**src/rtl/fifo_pkg.sv**
```systemverilog
// fifo_pkg: shared definitions for the async FIFO control stages.
//   FIFO_PTR_W  default pointer width (MSB is the wrap bit)
//   DEPTH       entries addressed by a FIFO_PTR_W pointer
//   ptr_t       default-width pointer vector
//   gray2bin    Gray-to-binary conversion for any width up to 32
//   full_match  Gray full compare, shared with the read-side empty logic
package fifo_pkg;

  localparam int unsigned FIFO_PTR_W = 4;
  localparam int unsigned DEPTH      = 1 << (FIFO_PTR_W - 1);

  typedef logic [FIFO_PTR_W-1:0] ptr_t;

  function automatic logic [31:0] width_mask(input int unsigned w);
    return (w >= 32) ? '1 : ((32'd1 << w) - 32'd1);
  endfunction

  // Prefix XOR from the MSB down, done as log2 shift steps.
  function automatic logic [31:0] gray2bin(input logic [31:0] g, input int unsigned w);
    logic [31:0] b;
    b = g & width_mask(w);
    for (int unsigned s = 1; s < 32; s = s << 1) begin
      b = b ^ (b >> s);
    end
    return b;
  endfunction

  // Full when the write pointer equals the read pointer with its top two
  // Gray bits inverted (one full lap ahead).
  function automatic logic full_match(input logic [31:0] wr_gray, input logic [31:0] rd_gray,
                                      input int unsigned w);
    logic [31:0] flip;
    flip = 32'd3 << (w - 2);
    return ((wr_gray ^ rd_gray ^ flip) & width_mask(w)) == '0;
  endfunction

endpackage

```
**src/rtl/sync_vec.sv**
```systemverilog
// sync_vec: multi-flop vector synchronizer, no logic between stages.
//   clk    destination clock
//   rst    asynchronous active-high reset, clears every stage
//   d      asynchronous input vector (expected Gray-coded)
//   q      output of the last stage
module sync_vec #(
  parameter int unsigned WIDTH  = 1,
  parameter int unsigned STAGES = 2
) (
  input  logic             clk,
  input  logic             rst,
  input  logic [WIDTH-1:0] d,
  output logic [WIDTH-1:0] q
);

  logic [WIDTH-1:0] stage_d [STAGES];
  logic [WIDTH-1:0] stage_q [STAGES];

  always_comb begin
    stage_d[0] = d;
    for (int unsigned i = 1; i < STAGES; i++) begin
      stage_d[i] = stage_q[i-1];
    end
  end

  always_ff @(posedge clk or posedge rst) begin
    if (rst) begin
      for (int unsigned i = 0; i < STAGES; i++) begin
        stage_q[i] <= '0;
      end
    end else begin
      for (int unsigned i = 0; i < STAGES; i++) begin
        stage_q[i] <= stage_d[i];
      end
    end
  end

  assign q = stage_q[STAGES-1];

endmodule

```
**src/rtl/fifo_wr_ctrl.sv**
```systemverilog
// fifo_wr_ctrl: write-domain control stage of the async FIFO.
//   clk, reset     write clock, asynchronous active-high reset
//   wr_push        write request, one entry per cycle
//   overflow_clr   clears the sticky overflow flag
//   wr_gray_i      registered Gray write pointer returned by wr_ptr_gray
//   rd_gray_async  Gray read pointer from the read clock domain
//   wr_inc/mem_we  accepted push: advances wr_ptr_gray and writes the RAM
//   wr_addr        RAM write address (current pointer, low bits)
//   full           FIFO full, from registered signals only
//   level          registered fill level, 0..2^(PTR_W-1)
//   overflow       sticky: a push was dropped while full
//   almost_full    registered level >= AF_THRESH, only with FIFO_WR_ALMOST_FULL_EN
module fifo_wr_ctrl
  import fifo_pkg::*;
#(
  parameter int unsigned PTR_W       = FIFO_PTR_W,
  parameter int unsigned SYNC_STAGES = 2,
  parameter int unsigned AF_THRESH   = 6
) (
  input  logic             clk,
  input  logic             reset,
  input  logic             wr_push,
  input  logic             overflow_clr,
  input  logic [PTR_W-1:0] wr_gray_i,
  input  logic [PTR_W-1:0] rd_gray_async,
  output logic             wr_inc,
  output logic             mem_we,
  output logic [PTR_W-2:0] wr_addr,
  output logic             full,
  output logic [PTR_W-1:0] level,
  output logic             overflow
`ifdef FIFO_WR_ALMOST_FULL_EN
  ,
  output logic             almost_full
`endif
);

  logic [PTR_W-1:0] rd_gray_s;
  logic [PTR_W-1:0] wr_bin;
  logic [PTR_W-1:0] rd_bin_s;
  logic             accept;
  logic [PTR_W-1:0] level_d, level_q;
  logic             overflow_d, overflow_q;

  sync_vec #(
    .WIDTH  (PTR_W),
    .STAGES (SYNC_STAGES)
  ) u_rd_sync (
    .clk (clk),
    .rst (reset),
    .d   (rd_gray_async),
    .q   (rd_gray_s)
  );

  always_comb begin
    wr_bin   = PTR_W'(gray2bin(32'(wr_gray_i), PTR_W));
    rd_bin_s = PTR_W'(gray2bin(32'(rd_gray_s), PTR_W));
    full     = full_match(32'(wr_gray_i), 32'(rd_gray_s), PTR_W);
    // reset gates the push so nothing leaks into wr_ptr_gray while it is held.
    accept   = wr_push & ~full & ~reset;
    wr_inc   = accept;
    mem_we   = accept;
    wr_addr  = wr_bin[PTR_W-2:0];
  end

  always_comb begin
    level_d = wr_bin - rd_bin_s;
    overflow_d = overflow_q;
    // set has priority over clear
    if (wr_push & full) begin
      overflow_d = 1'b1;
    end else if (overflow_clr) begin
      overflow_d = 1'b0;
    end
  end

  always_ff @(posedge clk or posedge reset) begin
    if (reset) begin
      level_q    <= '0;
      overflow_q <= 1'b0;
    end else begin
      level_q    <= level_d;
      overflow_q <= overflow_d;
    end
  end

  assign level    = level_q;
  assign overflow = overflow_q;

`ifdef FIFO_WR_ALMOST_FULL_EN
  logic almost_full_d, almost_full_q;

  // Compared against the next level so it asserts together with level.
  always_comb begin
    almost_full_d = 32'(level_d) >= AF_THRESH;
  end

  always_ff @(posedge clk or posedge reset) begin
    if (reset) begin
      almost_full_q <= 1'b0;
    end else begin
      almost_full_q <= almost_full_d;
    end
  end

  assign almost_full = almost_full_q;
`endif

endmodule

```
**config.mk**
```make
export PLATFORM = sky130hd
export DESIGN_NAME = fifo_wr_ctrl
export DESIGN_NICKNAME = d
export VERILOG_FILES = /design/src/rtl/fifo_pkg.sv /design/src/rtl/sync_vec.sv /design/src/rtl/fifo_wr_ctrl.sv
export SDC_FILE = /design/constraint.sdc
export NUM_CORES = 1
export LEC_CHECK = 0
export CORE_UTILIZATION = 30
export CTS_CLUSTER_SIZE = 16
export DETAILED_ROUTE_END_ITERATION = 8
export GPL_TIMING_DRIVEN = 0
export PLACE_DENSITY_LB_ADDON = 0.1
export SYNTH_ARGS = -nofsm -noshare
export SYNTH_HDL_FRONTEND = slang
export SYNTH_HIERARCHICAL = 1
export SYNTH_SLANG_ARGS = --single-unit
```
**constraint.sdc**
```tcl
create_clock -name clk -period 3.7 [get_ports clk]
set_clock_uncertainty 0.05 [all_clocks]
set_input_delay 0.555 -clock clk [delete_from_list [all_inputs] [get_ports clk]]
set_output_delay 0.555 -clock clk [all_outputs]
set_load 0.005 [all_outputs]
```
==> impl_metrics.env <==
export IMPL_hold_viol=0
export IMPL_rows=15
export IMPL_fin_nets=88
export IMPL_hold_end="u_rd_sync/q[0]$_DFF_PP0_"
export IMPL_synth_area_leaders="dfrtp_1, xnor2_1, ha_1, inv_1, xnor2_2"
export IMPL_routabilityCongestion=0.602
export IMPL_worstHoldPathCells=0
export IMPL_cts_tree="done"
export IMPL_busiest_layer="met2"
export IMPL_cts_resized=0
export IMPL_drive_gt1_share_pct=12.7
export IMPL_via_per_inst=3.94
export IMPL_routed_via_count=378
export IMPL_relSlewSlack_pct=77.2
export IMPL_dr_pass1_iters=2
export IMPL_path_cells="clkdlybuf4s50_1 > xnor2_1 > nor4_2 > nor3b_1 > buf_4 > clkdlybuf4s50_1"
export IMPL_setup_viol=0
export IMPL_maxCapViolCount=0
export IMPL_htree_levels=1
export IMPL_wl_microns=793
export IMPL_period_needed_ns=2.93
export IMPL_synth_nets=61
export IMPL_grtUsageMet3_pct=7.06
export IMPL_cp_max_fo=3
export IMPL_die_w_microns=46.5
export IMPL_vdd_drop_max_v=0.000309
export IMPL_hp_start="u_rd_sync/stage_d[0]$_DFF_PP0_"
export IMPL_crit_top_cell="clkdlybuf4s50_1"
export IMPL_r2r_start="u_rd_sync/q[3]$_DFF_PP0_"
export IMPL_grt_use_met1_pct=8.89
export IMPL_grt_pass1_wl_microns=1430
export IMPL_ioPinCount=23
export IMPL_cts_setup_buffers=0
export IMPL_max_stage_delay_ns=0.48
export IMPL_areaGrowthSynthToFinish_pct=47.0
export IMPL_critPathLaunchType="input pin"
export IMPL_slew_viol_final=0
export IMPL_worstSkewPairLatency_ns=0.27
export IMPL_worstSetupPathType="input pin to primary output"
export IMPL_synth_cell_type_count=15
export IMPL_coreArea_sq_mm=0.00178
export IMPL_synth_avg_cell_area_sq_um=13.2
export IMPL_rr_endpoint="level[1]$_DFF_PP0_"
export IMPL_rsz0062_at_grt="false"
export IMPL_ys_seq_elements=13
export IMPL_rr_worst_depth=6
export IMPL_layout_cells_most_common_list="clkdlybuf4s50_1, dfrtp_1, inv_1"
export IMPL_grt_max_degree=9
export IMPL_r2r_slack_ns=1.75
export IMPL_hold_buffers=0
export IMPL_yosysTopAreaCellShare_pct=54.9
export IMPL_clkTransAtPathRegs_ns=0.07
export IMPL_placed_cells=92
export IMPL_avgRoutedWirePerCell_microns=8.26
export IMPL_n_antenna_cell=0
export IMPL_grt_overflow_total=0
export IMPL_track_usage_pct=10.4
export IMPL_slowest_stage="clkdlybuf4s50_1"
export IMPL_die_h_microns=46.5
export IMPL_cp_data_arrival_time_ns=2.33
export IMPL_worst_endpoint_required_ns=3.09
export IMPL_status="completed"
export IMPL_portBuffers=22
export IMPL_dieArea_sq_mm=0.00216
export IMPL_synthesis_area_sq_um=593
export IMPL_drt_iter0_markers=1
export IMPL_hp_class="flip-flop to flip-flop"
export IMPL_grt_pass1_vias=359
export IMPL_ys_seq_area_share_pct=54.9
export IMPL_drc_errors=0
export IMPL_n_fill_cell=163
export IMPL_cts_root_buf="clkbuf_4"
export IMPL_cts_num_sinks=13
export IMPL_tightest_slew_ns=0.340
export IMPL_p_leak_nw=0.392
export IMPL_finalSetupTns_ns=0
export IMPL_grt_util_met2_pct=17.8
export IMPL_yosysTopAreaCell="dfrtp_1"
export IMPL_grt_antenna_before_repair=0
export IMPL_end_kind="primary output"
export IMPL_fmax_mhz=341
export IMPL_initial_core_util_pct=33.3
export IMPL_place_ws_ns=0.740
export IMPL_synthCells=45
export IMPL_ant_nets=0
export IMPL_clk_path_buf_depth=2
export IMPL_postLayoutSetupSlackWorst_ns=0.767
export IMPL_fin_cells=96
export IMPL_numCtsBuffers=3
export IMPL_final_common_cell="clkdlybuf4s50_1"
export IMPL_powerDensity_mw_per_mm2=444
export IMPL_hpwlAfterDp_microns=731
export IMPL_fin_crit_sh_pct=79.3
export IMPL_synth_warnings=6
[layout make-up]
class | count | area [sq um] | share of cell area [%]
well taps | 25 | 31.3 | 3.59
multi-input cells | 22 | 226 | 26.0
clock buffers | 3 | 22.5 | 2.58
plain buffers | 1 | 7.51 | 0.861
clock inverters | 1 | 5.00 | 0.574
inverters | 9 | 33.8 | 3.87
repair buffers | 22 | 220 | 25.3
flip-flops and latches | 13 | 325 | 37.3
[through the flow]
step           util, %  area [sq um]  total power (W)  hold WS, ns
3_5_place_dp      47.4           845         0.000313        0.287
2_1_floorplan        -           593         0.000237        0.281
3_3_place_gp      47.4           845         0.000311        0.283
6_report          48.9           872         0.000388        0.302
4_1_cts           48.9           872         0.000397        0.306
5_1_grt           48.9           872         0.000422        0.314
[critical path, delay by kind of cell]
kind	cells	cell delay, ns
buffers and inverters	3	1.10
xor gates and xnor gates	1	0.30
and+or+nand+nor	2	0.37
[worst max path at each step]
stage                    endpoint    startpoint
2_1_floorplan  level[2]$_DFF_PP0_  wr_gray_i[3]
3_3_place_gp               wr_inc  wr_gray_i[3]
3_5_place_dp               wr_inc  wr_gray_i[3]
4_1_cts                    wr_inc  wr_gray_i[3]
5_1_grt                    wr_inc  wr_gray_i[3]
6_report                   wr_inc  wr_gray_i[3]
[cells in the mapped netlist]
library cell and count:
a21o_1 1, a21oi_1 1, buf_4 1, dfrtp_1 13
fa_1 1, ha_1 3, inv_1 9, nand2_1 1
nor3b_1 1, nor4_2 1, o21ai_1 1, xnor2_1 6
xnor2_2 2, xor2_1 3, xor2_2 1
[flip-flops by register name, summed over array words and instances, names as in the netlist]
name / cells
u_rd_sync/q: 4
level: 4
overflow: 1
u_rd_sync/stage_d: 4
[metal layers]
layer	vias to the layer above	wire length, microns
li1	188	-
met1	176	280
met2	12	464
met3	2	37
met4	0	11
met5	-	0
[cells by family after synthesis]
| logic type | synth area share [%] |
|---|---|
| buffers and inverters | 6.96 |
| flip-flops | 54.9 |
| AO/OA/AOI/OAI | 2.95 |
| adder cells (fa/ha/maj) | 9.71 |
| XOR/XNOR | 21.5 |
| AND/OR/NAND/NOR | 4.01 |
[where the power goes]
part	leakage (nW)	total [W]	switching [W]	internal, W
sequential	0.154	0.000173	0.00000665	0.000166
clock	0.0177	0.0000812	0.0000413	0.0000400
combinational	0.221	0.000134	0.0000482	0.0000855
No activity file was read; power rests on OpenSTA's default activity.
